$ cat src/rtl/fifo_bank_pkg.sv
// rtl/fifo_bank_pkg.sv - shared state enum and default bank geometry for the FIFO bank sequencer
package fifo_bank_pkg;

  typedef enum logic [1:0] {
    ST_IDLE  = 2'd0,
    ST_FILL  = 2'd1,
    ST_DRAIN = 2'd2,
    ST_DONE  = 2'd3
  } state_t;

  // Shared with the FIFO instances so the bank and the sequencer agree on geometry
  localparam int DEF_NUM_FIFO   = 8;
  localparam int DEF_DEPTH      = 8;
  localparam int DEF_DATA_WIDTH = 8;

endpackage

$ cat src/rtl/onehot_dec.sv
// rtl/onehot_dec.sv - gated binary-to-one-hot decoder driving the per-FIFO write strobes
module onehot_dec #(
  parameter int N     = 2,
  parameter int SEL_W = 1
) (
  input  logic [SEL_W-1:0] sel,
  input  logic             en,
  output logic [N-1:0]     onehot
);

  always_comb begin
    onehot = '0;
    for (int i = 0; i < N; i++) begin
      onehot[i] = en && (sel == SEL_W'(i));
    end
  end

endmodule

$ cat src/rtl/fifo_bank_seq.sv
// rtl/fifo_bank_seq.sv - fills a bank of FIFOs one after another, then drains them in lockstep
module fifo_bank_seq
  import fifo_bank_pkg::*;
#(
  parameter int NUM_FIFO   = DEF_NUM_FIFO,
  parameter int DEPTH      = DEF_DEPTH,
  parameter int DATA_WIDTH = DEF_DATA_WIDTH
) (
  input  logic                  clk,
  input  logic                  rst,
  input  logic                  start,
  input  logic                  in_valid,
  input  logic [DATA_WIDTH-1:0] in_data,
  output logic                  in_ready,
  output logic [NUM_FIFO-1:0]   fifo_wren,
  output logic [DATA_WIDTH-1:0] fifo_wdata,
  output logic                  fifo_rden,
  input  logic [NUM_FIFO-1:0]   fifo_full,
  input  logic [NUM_FIFO-1:0]   fifo_empty,
  input  logic                  out_ready,
  output logic                  out_valid,
  output logic                  busy,
  output logic                  done,
  output logic                  err
);

  localparam int CNT_W = $clog2(DEPTH + 1);
  localparam int SEL_W = $clog2(NUM_FIFO);
  localparam logic [CNT_W-1:0] LAST_IDX = CNT_W'(DEPTH - 1);
  localparam logic [CNT_W-1:0] DEPTH_C  = CNT_W'(DEPTH);
  localparam logic [SEL_W-1:0] LAST_SEL = SEL_W'(NUM_FIFO - 1);

  state_t           state, state_nxt;
  logic [CNT_W-1:0] wr_cnt, rd_cnt;
  logic [SEL_W-1:0] sel;
  logic             wr_accept;
  logic             fill_blocked;
  logic             any_empty;
  logic             last_wr;
  logic             last_rd;

  assign any_empty = |fifo_empty;
  assign last_wr   = (wr_cnt == LAST_IDX);
  assign last_rd   = (rd_cnt == LAST_IDX);

  always_ff @(posedge clk or posedge rst) begin
    if (rst) begin
      state <= ST_IDLE;
    end else begin
      state <= state_nxt;
    end
  end

  always_comb begin
    state_nxt    = state;
    in_ready     = 1'b0;
    fifo_wdata   = '0;
    fifo_rden    = 1'b0;
    wr_accept    = 1'b0;
    fill_blocked = 1'b0;
    case (state)
      ST_IDLE: begin
        if (start) begin
          state_nxt = ST_FILL;
        end
      end
      ST_FILL: begin
        in_ready     = !fifo_full[sel];
        fill_blocked = fifo_full[sel] && (wr_cnt < DEPTH_C);
        wr_accept    = in_valid && in_ready;
        fifo_wdata   = in_data;
        if (wr_accept && last_wr && (sel == LAST_SEL)) begin
          state_nxt = ST_DRAIN;
        end
      end
      ST_DRAIN: begin
        // A read only happens when every FIFO can supply an entry, so the beat stays aligned
        fifo_rden = out_ready && !any_empty;
        if (fifo_rden && last_rd) begin
          state_nxt = ST_DONE;
        end else if (any_empty && (rd_cnt < DEPTH_C)) begin
          state_nxt = ST_DONE;
        end
      end
      ST_DONE: begin
        state_nxt = ST_IDLE;
      end
      default: begin
        state_nxt = ST_IDLE;
      end
    endcase
  end

  always_ff @(posedge clk or posedge rst) begin
    if (rst) begin
      wr_cnt <= '0;
      rd_cnt <= '0;
      sel    <= '0;
      err    <= 1'b0;
    end else begin
      case (state)
        ST_IDLE: begin
          if (start) begin
            wr_cnt <= '0;
            rd_cnt <= '0;
            sel    <= '0;
            err    <= 1'b0;
          end
        end
        ST_FILL: begin
          if (fill_blocked) begin
            err <= 1'b1;
          end
          if (wr_accept) begin
            if (last_wr) begin
              wr_cnt <= '0;
              // sel parks on the last FIFO instead of wrapping when the fill completes
              if (sel != LAST_SEL) begin
                sel <= sel + SEL_W'(1);
              end
            end else begin
              wr_cnt <= wr_cnt + CNT_W'(1);
            end
          end
        end
        ST_DRAIN: begin
          if (fifo_rden) begin
            rd_cnt <= rd_cnt + CNT_W'(1);
          end
          if (any_empty && (rd_cnt < DEPTH_C)) begin
            err <= 1'b1;
          end
        end
        default: begin
        end
      endcase
    end
  end

  onehot_dec #(
    .N    (NUM_FIFO),
    .SEL_W(SEL_W)
  ) u_wren_dec (
    .sel   (sel),
    .en    (wr_accept),
    .onehot(fifo_wren)
  );

  assign out_valid = fifo_rden;
  assign busy      = (state != ST_IDLE);
  assign done      = (state == ST_DONE);

endmodule

$ cat config.mk
export PLATFORM = sky130hd
export DESIGN_NAME = fifo_bank_seq
export DESIGN_NICKNAME = d
export VERILOG_FILES = /design/src/rtl/fifo_bank_pkg.sv /design/src/rtl/onehot_dec.sv /design/src/rtl/fifo_bank_seq.sv
export SDC_FILE = /design/constraint.sdc
export NUM_CORES = 1
export LEC_CHECK = 0
export CAP_MARGIN = 20
export CORE_UTILIZATION = 44
export DETAILED_ROUTE_END_ITERATION = 10
export GPL_TIMING_DRIVEN = 0
export PLACE_DENSITY = 0.83
export SKIP_CTS_REPAIR_TIMING = 1
export SLEW_MARGIN = 40
export SYNTH_ARGS = -nofsm -noshare
export SYNTH_HDL_FRONTEND = slang
export SYNTH_SLANG_ARGS = --single-unit
$ cat constraint.sdc
create_clock -name clk -period 5.9 [get_ports clk]
set_clock_uncertainty 0.1 [all_clocks]
set_input_delay 1.77 -clock clk [delete_from_list [all_inputs] [get_ports clk]]
set_output_delay 1.77 -clock clk [all_outputs]
set_load 0.03 [all_outputs]
; Word-level counts from Yosys, hierarchy flattened
; Index checks and enable logic that the tools add are counted.
[totals]
register_bits = 14
latch_bits = 0
ramBits = 0
romBits = 0
in_bits = 29
out_inout_bits = 22
wordCells = 89
mem_count = 0
[classes]
add_sub_neg = 3
mul = 0
div_mod_pow = 0
order_cmp = 3
n_eq_ne = 22
n_shift = 0
n_mux = 27
bitwise_logic = 0
n_reduce_logical = 29
[ops]
columns = cell, count
row1 = $mux W4, 4
row2 = $pmux W4 S2, 2
row3 = $logic_and A1 B1 Y1, 15
row4 = $ne A2 B2 Y1 const B, 7
row5 = $eq A3 B3 Y1 const B, 4
row6 = $mux W3, 4
row7 = $reduce_and A3 Y1, 3
row8 = $add A4 B1 Y4 const B, 2
row9 = $eq A4 B3 Y1 const B, 2
row10 = $lt A4 B4 Y1 const B, 2
row11 = $mux W1, 8
row12 = $mux W2, 4
row13 = $mux W8, 1
row14 = $pmux W2 S4, 1
row15 = $reduce_or A8 Y1, 1
row16 = $eq A3 B2 Y1 const B, 2
row17 = $ne A3 B3 Y1 const B, 2
row18 = $pmux W3 S2, 1
row19 = $reduce_bool A2 Y1, 3
row20 = $reduce_and A5 Y1, 1
row21 = $eq A2 B2 Y1 const B, 2
row22 = $lt A3 B4 Y1 const B, 1
row23 = $reduce_and A4 Y1, 1
row24 = $add A3 B1 Y3 const B, 1
row25 = other kinds (9), 10

; Longest topological paths before layout
; Gate-level depths: netlist of run 1.
[depth]
depth_word = 8
mapped_depth = 7
depth_no_buf = 7

; Hierarchy
; Synthesis of run 1 repeated with hierarchy kept, for this count alone.
[unflattened]
hier_cells = 126
hier_area_um2 = 1166.1
[by_module_without_submodules]
columns = mod, instances, cells_per_inst, area_per_inst_um2, seq_area_each_um2
row1 = fifo_bank_seq, 1, 118, 1071.0, 350.3
row2 = onehot_dec, 1, 8, 95.1, 0.0

; Worst setup path after synthesis of run 1
; No wires, ideal clock.
[synth_timing]
path_type = in2out
from = input port fifo_full[6]
to = output port fifo_wren[0]
t_arrival_ns = 3.274
required_ns = 4.030
path_slack_ns = 0.756
stages = 5
path_buffers = 0
cell_sequence = mux2_4 > a2bb2o_4 > o21a_1 > nand2_1 > nor3_1
[synth_via]
elab_chain_cells = 6
[synth_rtl]
columns = element, line
row1 = start: declaration, fifo_bank_seq.sv:18  ; input logic [NUM_FIFO-1:0] fifo_full,
row2 = $bmux W1 S3, fifo_bank_seq.sv:68  ; in_ready = !fifo_full[sel];
row3 = $mux W1 (implied by the code), fifo_bank_seq.sv:68
row4 = $logic_not A1 Y1, fifo_bank_seq.sv:68
row5 = $logic_and A1 B1 Y1, fifo_bank_seq.sv:70  ; wr_accept = in_valid && in_ready;
row6 = $mux W1, fifo_bank_seq.sv:61  ; case (state)
row7 = $logic_and A1 B1 Y1, onehot_dec.sv:14  ; onehot[i] = en && (sel == SEL_W'(i));
row8 = end: declaration, fifo_bank_seq.sv:15  ; output logic [NUM_FIFO-1:0] fifo_wren,
; No other way between the ends. The select of a mux whose other input is x is not followed.

; Final worst setup path of run 1
[layout_timing]
from = input port fifo_empty[5]
to = output port out_valid
[layout_via]
elab_chain_cells = 4
[layout_rtl]
columns = element, line
row1 = start: declaration, fifo_bank_seq.sv:19  ; input logic [NUM_FIFO-1:0] fifo_empty,
row2 = $reduce_or A8 Y1, fifo_bank_seq.sv:42  ; assign any_empty = |fifo_empty;
row3 = $logic_not A1 Y1, fifo_bank_seq.sv:78  ; fifo_rden = out_ready && !any_empty;
row4 = $logic_and A1 B1 Y1, fifo_bank_seq.sv:78
row5 = $mux W1, fifo_bank_seq.sv:61
row6 = end: declaration, fifo_bank_seq.sv:21  ; output logic out_valid,
; No other way between the ends.

==> metrics, run 1 <==
simple-gate share of the synthesized area=0.2856; drt total wl=3.308 mm; Core ar.=2781 µm²; Finish-stage setup viols=0; CTS Buf Count=3; GPL Wtd Cong=0.8416; worst r2r path cells=7; reg2reg start=sel[1]$_DFFE_PP0P_; antenna violations before repair=0; die width=56.57 µm; Critical Path AT=3680 ps; Peak VDD IR=309.8 µV; root buffer cell=clkbuf_4; Worst Hold Launch=err$_DFFE_PP0P_; IO Pins=51; Syn Inst Count=153; flop2flop setup slack=3790 ps; Leak=0.9781 nW; CTS Sinks=14; Mapped Area=1310 µm²; crit path capture type=output port; f_max=0.1803 GHz; vias in the first global route=1,345; most frequent cells in the layout=clkdlybuf4s50_1 (42), ha_1 (14), dfrtp_1 (14); maxcap violations=0; Avg Inst Size Synth=8.562 µm²; Area growth syn-to-layout=45.46%; # rows=19; CP Class=in2out; total power draw=0.7147 mW; clk_lat worst skew=290 ps; Die Area=3200 µm²; Final WS setup=354.5 ps; top_reg_cell synth=dfrtp_1; Max clock buf depth=2; worst slack at placement=-24.78 ps; YS warnings=0; area share of the largest cell type after synthesis=0.2674; WHS=394.0 ps; commonest non-fill, non-tap cell in the layout=clkdlybuf4s50_1; Layout Nets=251; HP Class=reg2reg; CP max FO=5; post-synthesis mux area share=0.07163; grt total ovfl=0; Tcrit/Tclk final=0.9399; router iterations before antenna repair=5; Net Count, Synth=196; critical path required time=4030 ps; DP Wirelength=2.653 mm; Cell variety after synth=42; Rel. slew slack=0.6315; Hold Path Cell Cnt=1; DR vias/cell=5.559; Worst Hold End=err$_DFFE_PP0P_; RSZ-0062 raised after global routing=no; Async S/R FF share, synth=1.000; initial drt markers=60; via count=1,323; H-tree depth=1; DRC errors left=0; starting density of the core=0.4710; Post-synth EDFFs=0; PortBufs=50; count of antenna-violating nets left after detailed routing=0; Slew @ Worst Pin=552.1 ps; CP startpoint kind=input port; PwrDens=375.1 nW/µm²; first-pass GRT wire length=5.706 mm; CP Launch Point=fifo_empty[5]; min cycle time layout=5545 ps; CTS tree=yes; status=completed; complex-gate fraction of the synthesized area=0.1681; largest family of logic cells by synthesized area=simple AND/OR/NAND/NOR gates; pin count of the biggest net entering global routing=15; Reg-to-Reg End=state[1]$_DFFE_PP0P_; clock slew at reported path FFs=80 ps; share of cells above drive strength 1=0.07246; post-synthesis xor/xnor area fraction=0.006686; leading area contributor after synthesis=dfrtp_1; main area contributors after synthesis=dfrtp_1 (27%), ha_1 (13%), and2_1 (4.8%); Final Max Tran Viols=0; wire length per cell=13.90 µm; Yosys reg bits=14; Die H=56.57 µm; All-Layer GR Usage=0.2214; final hold violation count=0; diodes inserted=0; Synth Area in Adders=0.1337; share of the yosys chip area belonging to registers=0.2674
[registers in the layout (all words and copies together) (netlist names)]
register / flops
sel: 3
rd_cnt: 4
err: 1
state: 2
wr_cnt: 4
[power breakdown]
group / switching [mW] / internal, mW
sequential: 0.0338 / 0.126
clock: 0.0334 / 0.0376
combinational: 0.277 / 0.207
total: 0.344 / 0.370
[critical path: stages]
cell and delay [ps]:
clkdlybuf4s50_1 410, nor4_1 410, and3_1 310, buf_4 130, clkdlybuf4s50_1 660
[metal layers]
metal,up-vias,global-route usage,part of all wire
met5,-,0,0
met4,0,0.03136,0.0024
met3,2,0.05069,0.075
met2,56,0.4017,0.48
met1,611,0.2702,0.44
li1,654,-,-
[final cells by class]
type                            count  area, µm²
Sequential cell                    14      350.3
Buffer                              7      38.79
Timing Repair Buffer               50      520.5
Tap cell                           31      38.79
Clock buffer                        4      36.28
Fill cell                         206      875.8
Inverter                           13      48.80
Multi-Input combinational cell    119      872.1
[cells in the mapped netlist (2+ instances only)]
master and n:
mux2_4 2, nand2b_1 3, nand4_1 3, and2_1 10
nand4b_1 2, nand3_1 5, nor2_1 7, inv_1 13
nor3_1 9, nor4_1 2, and3_1 6, ha_1 14
clkbuf_1 4, a21oi_1 6, o21ai_0 5, nand3b_1 3
o211ai_1 4, dfrtp_1 14, mux2_1 2, a21o_1 2
nor3b_1 3, mux2i_1 3, nand2_1 10, a22o_1 2
o21a_1 2
[cell families after synthesis]
kind of cell	count (synthesis)
and+or+nand+nor	67
AOI/OAI and AO/OA	29
buffers and inverters	20
adders and majority gates	14
DFF	14
muxes	8
xor gates and xnor gates	1
[worst max path at each step]
stage | end | depth (start not counted) | slack (ps)
global route | out_valid | 5 | 210
floorplan | fifo_wren[0] | 5 | 760
global placement | fifo_wren[3] | 7 | -30
CTS | fifo_wren[3] | 7 | -30
finish | out_valid | 5 | 350
detailed placement | fifo_wren[3] | 7 | -20
[per-stage QoR]
step	TNS (ps)	cells	cell area, µm²	utilization
2_1_floorplan	0	153	1310	-
3_3_place_gp	-27.53	234	1849	0.6649
4_1_cts	-45.07	238	1886	0.6779
3_5_place_dp	-26.35	234	1849	0.6649
6_report	0	238	1906	0.6851
5_1_grt	0	238	1906	0.6851
No activity file was read; power rests on OpenSTA's default activity.
==> run 2: changes to the inputs <==
--- a/config.mk
+++ b/config.mk
@@ -5,12 +5,12 @@
 export SDC_FILE = /design/constraint.sdc
 export NUM_CORES = 1
 export LEC_CHECK = 0
+export ABC_AREA = 1
 export CAP_MARGIN = 20
 export CORE_UTILIZATION = 44
 export DETAILED_ROUTE_END_ITERATION = 10
 export GPL_TIMING_DRIVEN = 0
 export PLACE_DENSITY = 0.83
-export SKIP_CTS_REPAIR_TIMING = 1
 export SLEW_MARGIN = 40
 export SYNTH_ARGS = -nofsm -noshare
 export SYNTH_HDL_FRONTEND = slang
==> metrics, run 2 <==
Avg Inst Size Synth=6.791 µm² (was 8.562 µm²); Commonest cells post-synth=nand2_1 (49), inv_1 (39), nor2_1 (23) (was dfrtp_1 (14), ha_1 (14), inv_1 (13)); clk_lat worst skew=270 ps (was 290 ps); Net Count, Synth=230 (was 196); Yosys reg bits=14 (unchanged); root buffer cell=clkbuf_4 (unchanged); TNS Setup=0 ps (unchanged); status=completed (unchanged); Hold Path Cell Cnt=2 (was 1); biggest regs=rd_cnt x4, wr_cnt x4, sel x3 (unchanged); DP Wirelength=2.200 mm (was 2.653 mm); Peak VDD IR=285.8 µV (was 309.8 µV); Tcrit/Tclk final=0.9208 (was 0.9399); clock slew at reported path FFs=80 ps (about the same); final hold violation count=0 (unchanged); initial drt markers=16 (was 60); DR vias/cell=4.668 (was 5.559); CTS Buf Count=3 (unchanged); PortBufs=50 (unchanged); top_reg_cell synth=dfrtp_1 (unchanged); Die H=55.73 µm (was 56.57 µm); vias in the first global route=1,138 (was 1,345); post-cts sizing count=0; NetSw=0.3217 mW (was 0.3443 mW); critical path required time=4030 ps (about the same); GPL Wtd Cong=0.7636 (was 0.8416); Rel. slew slack=0.6511 (was 0.6315); Post-synth EDFFs=0 (unchanged); Core ar.=2734 µm² (was 2781 µm²); count leader, synth=nand2_1; HP Class=reg2reg (unchanged); Slew @ Worst Pin=522.7 ps (was 552.1 ps); pin count of the biggest net entering global routing=15 (unchanged); commonest non-fill, non-tap cell in the layout=clkdlybuf4s50_1 (unchanged); main area contributors after synthesis=dfrtp_1 (28%), nand2_1 (14%), ha_1 (14%) (was dfrtp_1 (27%), ha_1 (13%), and2_1 (4.8%)); CTS tree=yes (unchanged); maxcap violations=0 (unchanged); f_max=0.1841 GHz (was 0.1803 GHz); router iterations before antenna repair=4 (was 5); share of cells above drive strength 1=0.06667 (was 0.07246); count of antenna-violating nets left after detailed routing=0 (unchanged); Layout Nets=285 (was 251); PwrDens=348.1 nW/µm² (was 375.1 nW/µm²); die width=55.73 µm (was 56.57 µm); post-CTS setup buffers=0; Final Core Density=0.6700 (was 0.6851); Critical Path AT=3560 ps (was 3680 ps); Die Area=3105 µm² (was 3200 µm²); Clock power frac=0.083 (was 0.099); Post-CTS Hold Fix Bufs=0; P_int=0.3159 mW (was 0.3704 mW); grt total ovfl=0 (unchanged); FILL cells=250 (was 206); most frequent cells in the layout=clkdlybuf4s50_1 (50), nand2_1 (49), inv_1 (39) (was clkdlybuf4s50_1 (42), ha_1 (14), dfrtp_1 (14)); All-Layer GR Usage=0.1933 (was 0.2214); WHS=414.4 ps (was 394.0 ps); crit path capture type=output port (unchanged); min cycle time layout=5433 ps (was 5545 ps); # rows=19 (unchanged); share of the yosys chip area belonging to registers=0.2759 (was 0.2674); Area growth syn-to-layout=44.24% (was 45.46%); RSZ-0062 raised after global routing=no (unchanged); drt total wl=2.706 mm (was 3.308 mm); Flop pwr share=0.244 (was 0.223); Mapped Area=1270 µm² (was 1310 µm²); antenna violations before repair=0 (unchanged); Final Max Tran Viols=0 (unchanged); worst r2r path cells=8 (was 7); Max clock buf depth=2 (unchanged); IO Pins=51 (unchanged); CP max FO=3 (was 5); Cell variety after synth=22 (was 42); CP startpoint kind=input port (unchanged); DRC errors left=0 (unchanged); H-tree depth=1 (unchanged); Finish-stage setup viols=0 (unchanged); starting density of the core=0.4645 (was 0.4710); CP Class=in2out (unchanged); YS warnings=0 (unchanged); via count=1,265 (was 1,323); Leak=0.9505 nW (was 0.9781 nW); diodes inserted=0 (unchanged); Gate power share=0.673 (was 0.678); Net Sw Frac=0.5046 (was 0.4818); first-pass GRT wire length=4.795 mm (was 5.706 mm); wire length per cell=9.985 µm (was 13.90 µm); Async S/R FF share, synth=1.000 (unchanged); leading area contributor after synthesis=dfrtp_1 (unchanged); area share of the largest cell type after synthesis=0.2759 (was 0.2674); total power draw=0.6376 mW (was 0.7147 mW); CTS Sinks=14 (unchanged); Syn Inst Count=187 (was 153)
-- run 2: cell families (layout without fill, tap and decap cells) --
| family | Yosys count | after routing | share of synthesized area |
|---|---|---|---|
| xor+xnor | 3 | 3 | 0.02069 |
| buf+inv | 43 | 96 | 0.1379 |
| flops | 14 | 14 | 0.2759 |
| simple gates | 100 | 100 | 0.3655 |
| compound gates | 13 | 13 | 0.06207 |
| fa+ha+maj | 14 | 14 | 0.1379 |
-- run 2: worst paths after layout --
path | startpoint | endpoint | slack, ps
min in group asynchronous | rst | wr_cnt[1]$_DFFE_PP0P_ | 1720
max in group asynchronous | rst | rd_cnt[3]$_DFFE_PP0P_ | 3630
worst max-delay path | fifo_full[3] | fifo_wren[5] | 470
worst min register to register | err$_DFFE_PP0P_ | err$_DFFE_PP0P_ | 410
worst min-delay path | err$_DFFE_PP0P_ | err$_DFFE_PP0P_ | 410
worst max register to register | state[0]$_DFFE_PP0P_ | wr_cnt[1]$_DFFE_PP0P_ | 4050
-- run 2: worst max-delay path: stages --
cell and delay [ps]:
clkdlybuf4s50_1 400, inv_1 50, nand2_1 40, nand3_1 100, nand3_2 100, nand2_4 100
nand3_4 80, inv_1 80, nand2_1 80, nor2_1 100, clkdlybuf4s50_1 670
-- run 2: power groups by stage --
stage	clock, mW	sequential (mW)	combinational [mW]
2_1_floorplan	0	0.157	0.297
4_1_cts	0.0554	0.155	0.432
5_1_grt	0.0585	0.162	0.480
3_3_place_gp	0	0.156	0.418
3_5_place_dp	0	0.157	0.429
6_report	0.0528	0.156	0.429
-- run 2: layer usage --
| layer | vias to the layer above | routed length (µm) | global-route usage |
|---|---|---|---|
| met5 | - | 0 | 0 |
| met4 | 0 | 55 | 0.08571 |
| met3 | 4 | 122 | 0.02558 |
| met2 | 28 | 1281 | 0.3270 |
| met1 | 548 | 1247 | 0.2456 |
| li1 | 685 | - | - |
-- run 2: area by class of cell --
| type | instances | area, µm² | share of cell area |
|---|---|---|---|
| repair buffers | 50 | 500.5 | 0.2732 |
| plain buffers | 3 | 25.02 | 0.01366 |
| well taps | 31 | 38.79 | 0.02117 |
| multi-input cells | 130 | 744.5 | 0.4064 |
| clock buffers | 3 | 22.52 | 0.01230 |
| inverters | 40 | 150.1 | 0.08197 |
| flip-flops and latches | 14 | 350.3 | 0.1913 |
-- run 2: metrics by stage --
stage,instance area [µm²],cells,setup WS (ps)
detailed placement,1809,268,442.2
global route,1832,271,260.8
finish,1832,271,467.1
global placement,1809,268,477.6
CTS,1832,271,447.7
floorplan,1270,187,1293
==> RTL change 1 (config.mk and constraints of run 2) <==
Set the package constant `DEF_NUM_FIFO` to 16 (it was 8).
--- a/src/rtl/fifo_bank_pkg.sv
+++ b/src/rtl/fifo_bank_pkg.sv
@@ -11,3 +11,3 @@
   // Shared with the FIFO instances so the bank and the sequencer agree on geometry
-  localparam int DEF_NUM_FIFO   = 8;
+  localparam int DEF_NUM_FIFO   = 16;
   localparam int DEF_DEPTH      = 8;
Ports: changed (resized fifo_empty, fifo_full and fifo_wren); port bits go from 51 to 75. The function was not compared with the original's and may differ.
==> RTL change 1 against run 2 <==
Fmax is 5.2% lower; clock power increased by 10%; non-clock buffer count rose by 25; die area grew 18%; power rose by 13%; design area up 28%; area after synthesis up 19%; sequential share of layout area fell by 3.1 points; sequential cell count grew 1; setup slack got worse by 0.30 ns; utilization is 7.1 points higher; routed wire length is 35% higher; synthesized cell count is 30% higher.
==> RTL change 1: results (changes against run 2) <==
<table>
<tr><th>Metric</th><th>Value</th></tr>
<tr><th colspan="2">Global routing</th></tr>
<tr><td>Met1 layer usage reported by global route</td><td>26.9% (was 24.6%)</td></tr>
<tr><td>GR Util All Layers</td><td>21.3% (was 19.3%)</td></tr>
<tr><td>Met3 track demand over resource</td><td>3.41% (was 2.56%)</td></tr>
<tr><td>Pin count of the biggest net entering global routing</td><td>16 (was 15)</td></tr>
<tr><th colspan="2">Route</th></tr>
<tr><td>Sum of routed wire segments on met1</td><td>1.65 mm (was 1.25 mm)</td></tr>
<tr><td>Routed vias</td><td>1673 (was 1265)</td></tr>
<tr><td>Overall routed net length</td><td>3.66 mm (was 2.71 mm)</td></tr>
<tr><td>Total length of routed met3 wires</td><td>279 um (was 122 um)</td></tr>
<tr><th colspan="2">Outcome</th></tr>
<tr><td>Result of the run</td><td>complete, no violations (unchanged)</td></tr>
<tr><th colspan="2">Placed design</th></tr>
<tr><td>Post-DP HPWL</td><td>3.05 mm (was 2.20 mm)</td></tr>
<tr><td>Gp weighted congestion</td><td>0.804 (was 0.764)</td></tr>
<tr><td>Post-Place Setup Slack</td><td>0.178 ns (was 0.442 ns)</td></tr>
<tr><th colspan="2">Logic synthesis</th></tr>
<tr><td>Fraction of the mapped netlist area in adder cells</td><td>9.92% (was 13.8%)</td></tr>
<tr><td>Net count after synthesis</td><td>301 (was 230)</td></tr>
<tr><td>Part of the Yosys area used for sequential elements</td><td>24.8% (was 27.6%)</td></tr>
<tr><td>Synth cell types</td><td>27 (was 22)</td></tr>
<tr><td>Fraction of post-synthesis cell area in the top cell type by area</td><td>24.8% (was 27.6%)</td></tr>
<tr><td>Most area-consuming cells after synthesis</td><td>sky130_fd_sc_hd__dfrtp_1 25%, sky130_fd_sc_hd__nand2_1 19%, sky130_fd_sc_hd__inv_1 11% (was sky130_fd_sc_hd__dfrtp_1 28%, sky130_fd_sc_hd__nand2_1 14%, sky130_fd_sc_hd__ha_1 14%)</td></tr>
<tr><td>Xor/xnor share of the synthesized area</td><td>2.31% (was 2.07%)</td></tr>
<tr><td>Synthesized-area fraction occupied by ao, oa, aoi and oai cells</td><td>7.11% (was 6.21%)</td></tr>
<tr><th colspan="2">Worst setup path</th></tr>
<tr><td>Critical Path Sink</td><td>fifo_wren[0] (was fifo_wren[5])</td></tr>
<tr><td>Launch instance of the worst register-to-register path</td><td>sel[1] (was state[0])</td></tr>
<tr><td>Data arrival time at the worst-slack endpoint</td><td>3.86 ns (was 3.56 ns)</td></tr>
<tr><td>Register-to-Register Path Depth</td><td>11 (was 8)</td></tr>
<tr><td>First element of the critical path</td><td>fifo_full[1] (was fifo_full[3])</td></tr>
<tr><td>Crit-path max FO</td><td>4 (was 3)</td></tr>
<tr><th colspan="2">Final layout</th></tr>
<tr><td>Share of layout cells above drive strength 1</td><td>7.45% (was 6.67%)</td></tr>
<tr><td>Final-stage net count</td><td>380 (was 285)</td></tr>
<tr><td>FILL cells</td><td>266 (was 250)</td></tr>
<tr><th colspan="2">Power and ir drop</th></tr>
<tr><td>Static Leak</td><td>1.18 nW (was 0.950 nW)</td></tr>
</table>
## RTL change 1: layout make-up
cell class,instances,share of cell area (%)
repair buffers,74,31.7
multi-input cells,177,39.5
well taps,44,2.36
clock buffers,4,1.12
inverters,48,7.71
plain buffers,4,1.55
flip-flops and latches,15,16.1
## RTL change 1: per-stage QoR
step / cell area (sq um) / instances / util, %
2_1_floorplan: 1510 / 244 / -
3_3_place_gp: 2310 / 362 / 73.3
3_5_place_dp: 2310 / 362 / 73.3
4_1_cts: 2340 / 366 / 74.1
5_1_grt: 2340 / 366 / 74.1
6_report: 2340 / 366 / 74.1
## RTL change 1: how the worst min path moves through the flow
stage,endpoint,depth (start not counted)
finish,err,2
global route,err,2
CTS,err,2
detailed placement,err,2
global placement,err,2
floorplan,wr_cnt[1],2
## RTL change 1: power breakdown
group / switching [mW] / internal, mW
clock: 0.0321 / 0.0262
combinational: 0.294 / 0.194
sequential: 0.0391 / 0.135
total: 0.365 / 0.355
==> RTL change 2 (config.mk and constraints of run 2) <==
Without the edit above. Encoding of `state_t`: now Gray code (2 bits for 4 states).
--- a/src/rtl/fifo_bank_pkg.sv
+++ b/src/rtl/fifo_bank_pkg.sv
@@ -4,6 +4,6 @@
   typedef enum logic [1:0] {
-    ST_IDLE  = 2'd0,
-    ST_FILL  = 2'd1,
-    ST_DRAIN = 2'd2,
-    ST_DONE  = 2'd3
+    ST_IDLE  = 2'b00,
+    ST_FILL  = 2'b01,
+    ST_DRAIN = 2'b11,
+    ST_DONE  = 2'b10
   } state_t;
Function: same outputs for any inputs over 10 cycles, from zero or initial values and one cycle with rst high; not proved beyond that.
==> RTL change 2 against run 2 <==
Sequential cell count unchanged; power down 10%; area after synthesis down 8.3%; routed wire length down 8.4%; setup slack worse by 0.020 ns; design area down 5.1%; count of clock-buffer cells in the layout up 1; largest cell class unchanged.
==> RTL change 2: results (changes against run 2) <==
<table>
<tr><th>Metric</th><th>Value</th></tr>
<tr><th colspan="2">Worst setup path</th></tr>
<tr><td>First element of the critical path</td><td>fifo_empty[0] (was fifo_full[3])</td></tr>
<tr><td>Reg-to-reg critical path endpoint</td><td>sel[2] (was wr_cnt[1])</td></tr>
<tr><td>Flop-to-flop setup slack</td><td>4.04 ns (was 4.05 ns)</td></tr>
<tr><td>Data arrival time at the worst-slack endpoint</td><td>3.58 ns (was 3.56 ns)</td></tr>
<tr><th colspan="2">Logic synthesis</th></tr>
<tr><td>Part of the Yosys area used for sequential elements</td><td>30.1% (was 27.6%)</td></tr>
<tr><td>Synth cell count leaders</td><td>41 x sky130_fd_sc_hd__nand2_1, 40 x sky130_fd_sc_hd__inv_1, 33 x sky130_fd_sc_hd__nor2_1, 15 x sky130_fd_sc_hd__nand3_1, 14 x sky130_fd_sc_hd__dfrtp_1 (was 49 x sky130_fd_sc_hd__nand2_1, 39 x sky130_fd_sc_hd__inv_1, 23 x sky130_fd_sc_hd__nor2_1, 15 x sky130_fd_sc_hd__nand3_1)</td></tr>
<tr><td>Synthesized-area fraction occupied by ao, oa, aoi and oai cells</td><td>7.30% (was 6.21%)</td></tr>
<tr><td>Gate count after technology mapping</td><td>180 (was 187)</td></tr>
<tr><th colspan="2">Global routing</th></tr>
<tr><td>Met1 layer usage reported by global route</td><td>26.5% (was 24.6%)</td></tr>
<tr><td>GR Util All Layers</td><td>21.3% (was 19.3%)</td></tr>
<tr><th colspan="2">Power and ir drop</th></tr>
<tr><td>Static Leak</td><td>0.869 nW (was 0.950 nW)</td></tr>
<tr><th colspan="2">Route</th></tr>
<tr><td>Overall routed net length</td><td>2.48 mm (was 2.71 mm)</td></tr>
<tr><td>Routed vias</td><td>1169 (was 1265)</td></tr>
<tr><td>Mean routed wirelength per cell</td><td>9.39 um (was 9.99 um)</td></tr>
<tr><td>Initial DRC Count</td><td>15 (was 16)</td></tr>
<tr><th colspan="2">Placed design</th></tr>
<tr><td>Post-placement cell count</td><td>260 (was 268)</td></tr>
<tr><th colspan="2">Final layout</th></tr>
<tr><td>Flip-flop and latch share of the layout cell area</td><td>20.1% (was 19.1%)</td></tr>
<tr><td>Multi-input combinational cell count</td><td>121 (was 130)</td></tr>
<tr><th colspan="2">Timing</th></tr>
<tr><td>Rel. slew slack</td><td>63.7% (was 65.1%)</td></tr>
<tr><th colspan="2">Outcome</th></tr>
<tr><td>Result of the run</td><td>complete, no violations (unchanged)</td></tr>
</table>
## RTL change 2: cell count changes after synthesis, sizes merged, moves of 2 or more
cell	delta
clkbuf	-2
inv	+2
nand2	-9
ha	-6
nor2	+11
buf	+2
nand4	-4
a21oi	+3
## RTL change 2: metrics by stage
step / hold WS (ns) / total power [mW] / util [%] / area (sq um) / setup slack, ns
global placement: 0.379 / 0.502 / 68.1 / 1700 / 0.437
detailed placement: 0.379 / 0.506 / 68.1 / 1700 / 0.431
global route: 0.433 / 0.624 / 69.6 / 1740 / 0.242
finish: 0.399 / 0.572 / 69.6 / 1740 / 0.447
CTS: 0.411 / 0.577 / 69.6 / 1740 / 0.422
floorplan: 0.373 / 0.387 / - / 1160 / 1.17
## RTL change 2: where the power goes
part           switching, mW  internal, mW  leakage (nW)
clock network         0.0323        0.0375        0.0210
registers             0.0294         0.121         0.186
logic                  0.213         0.139         0.662
total                  0.275         0.298         0.869
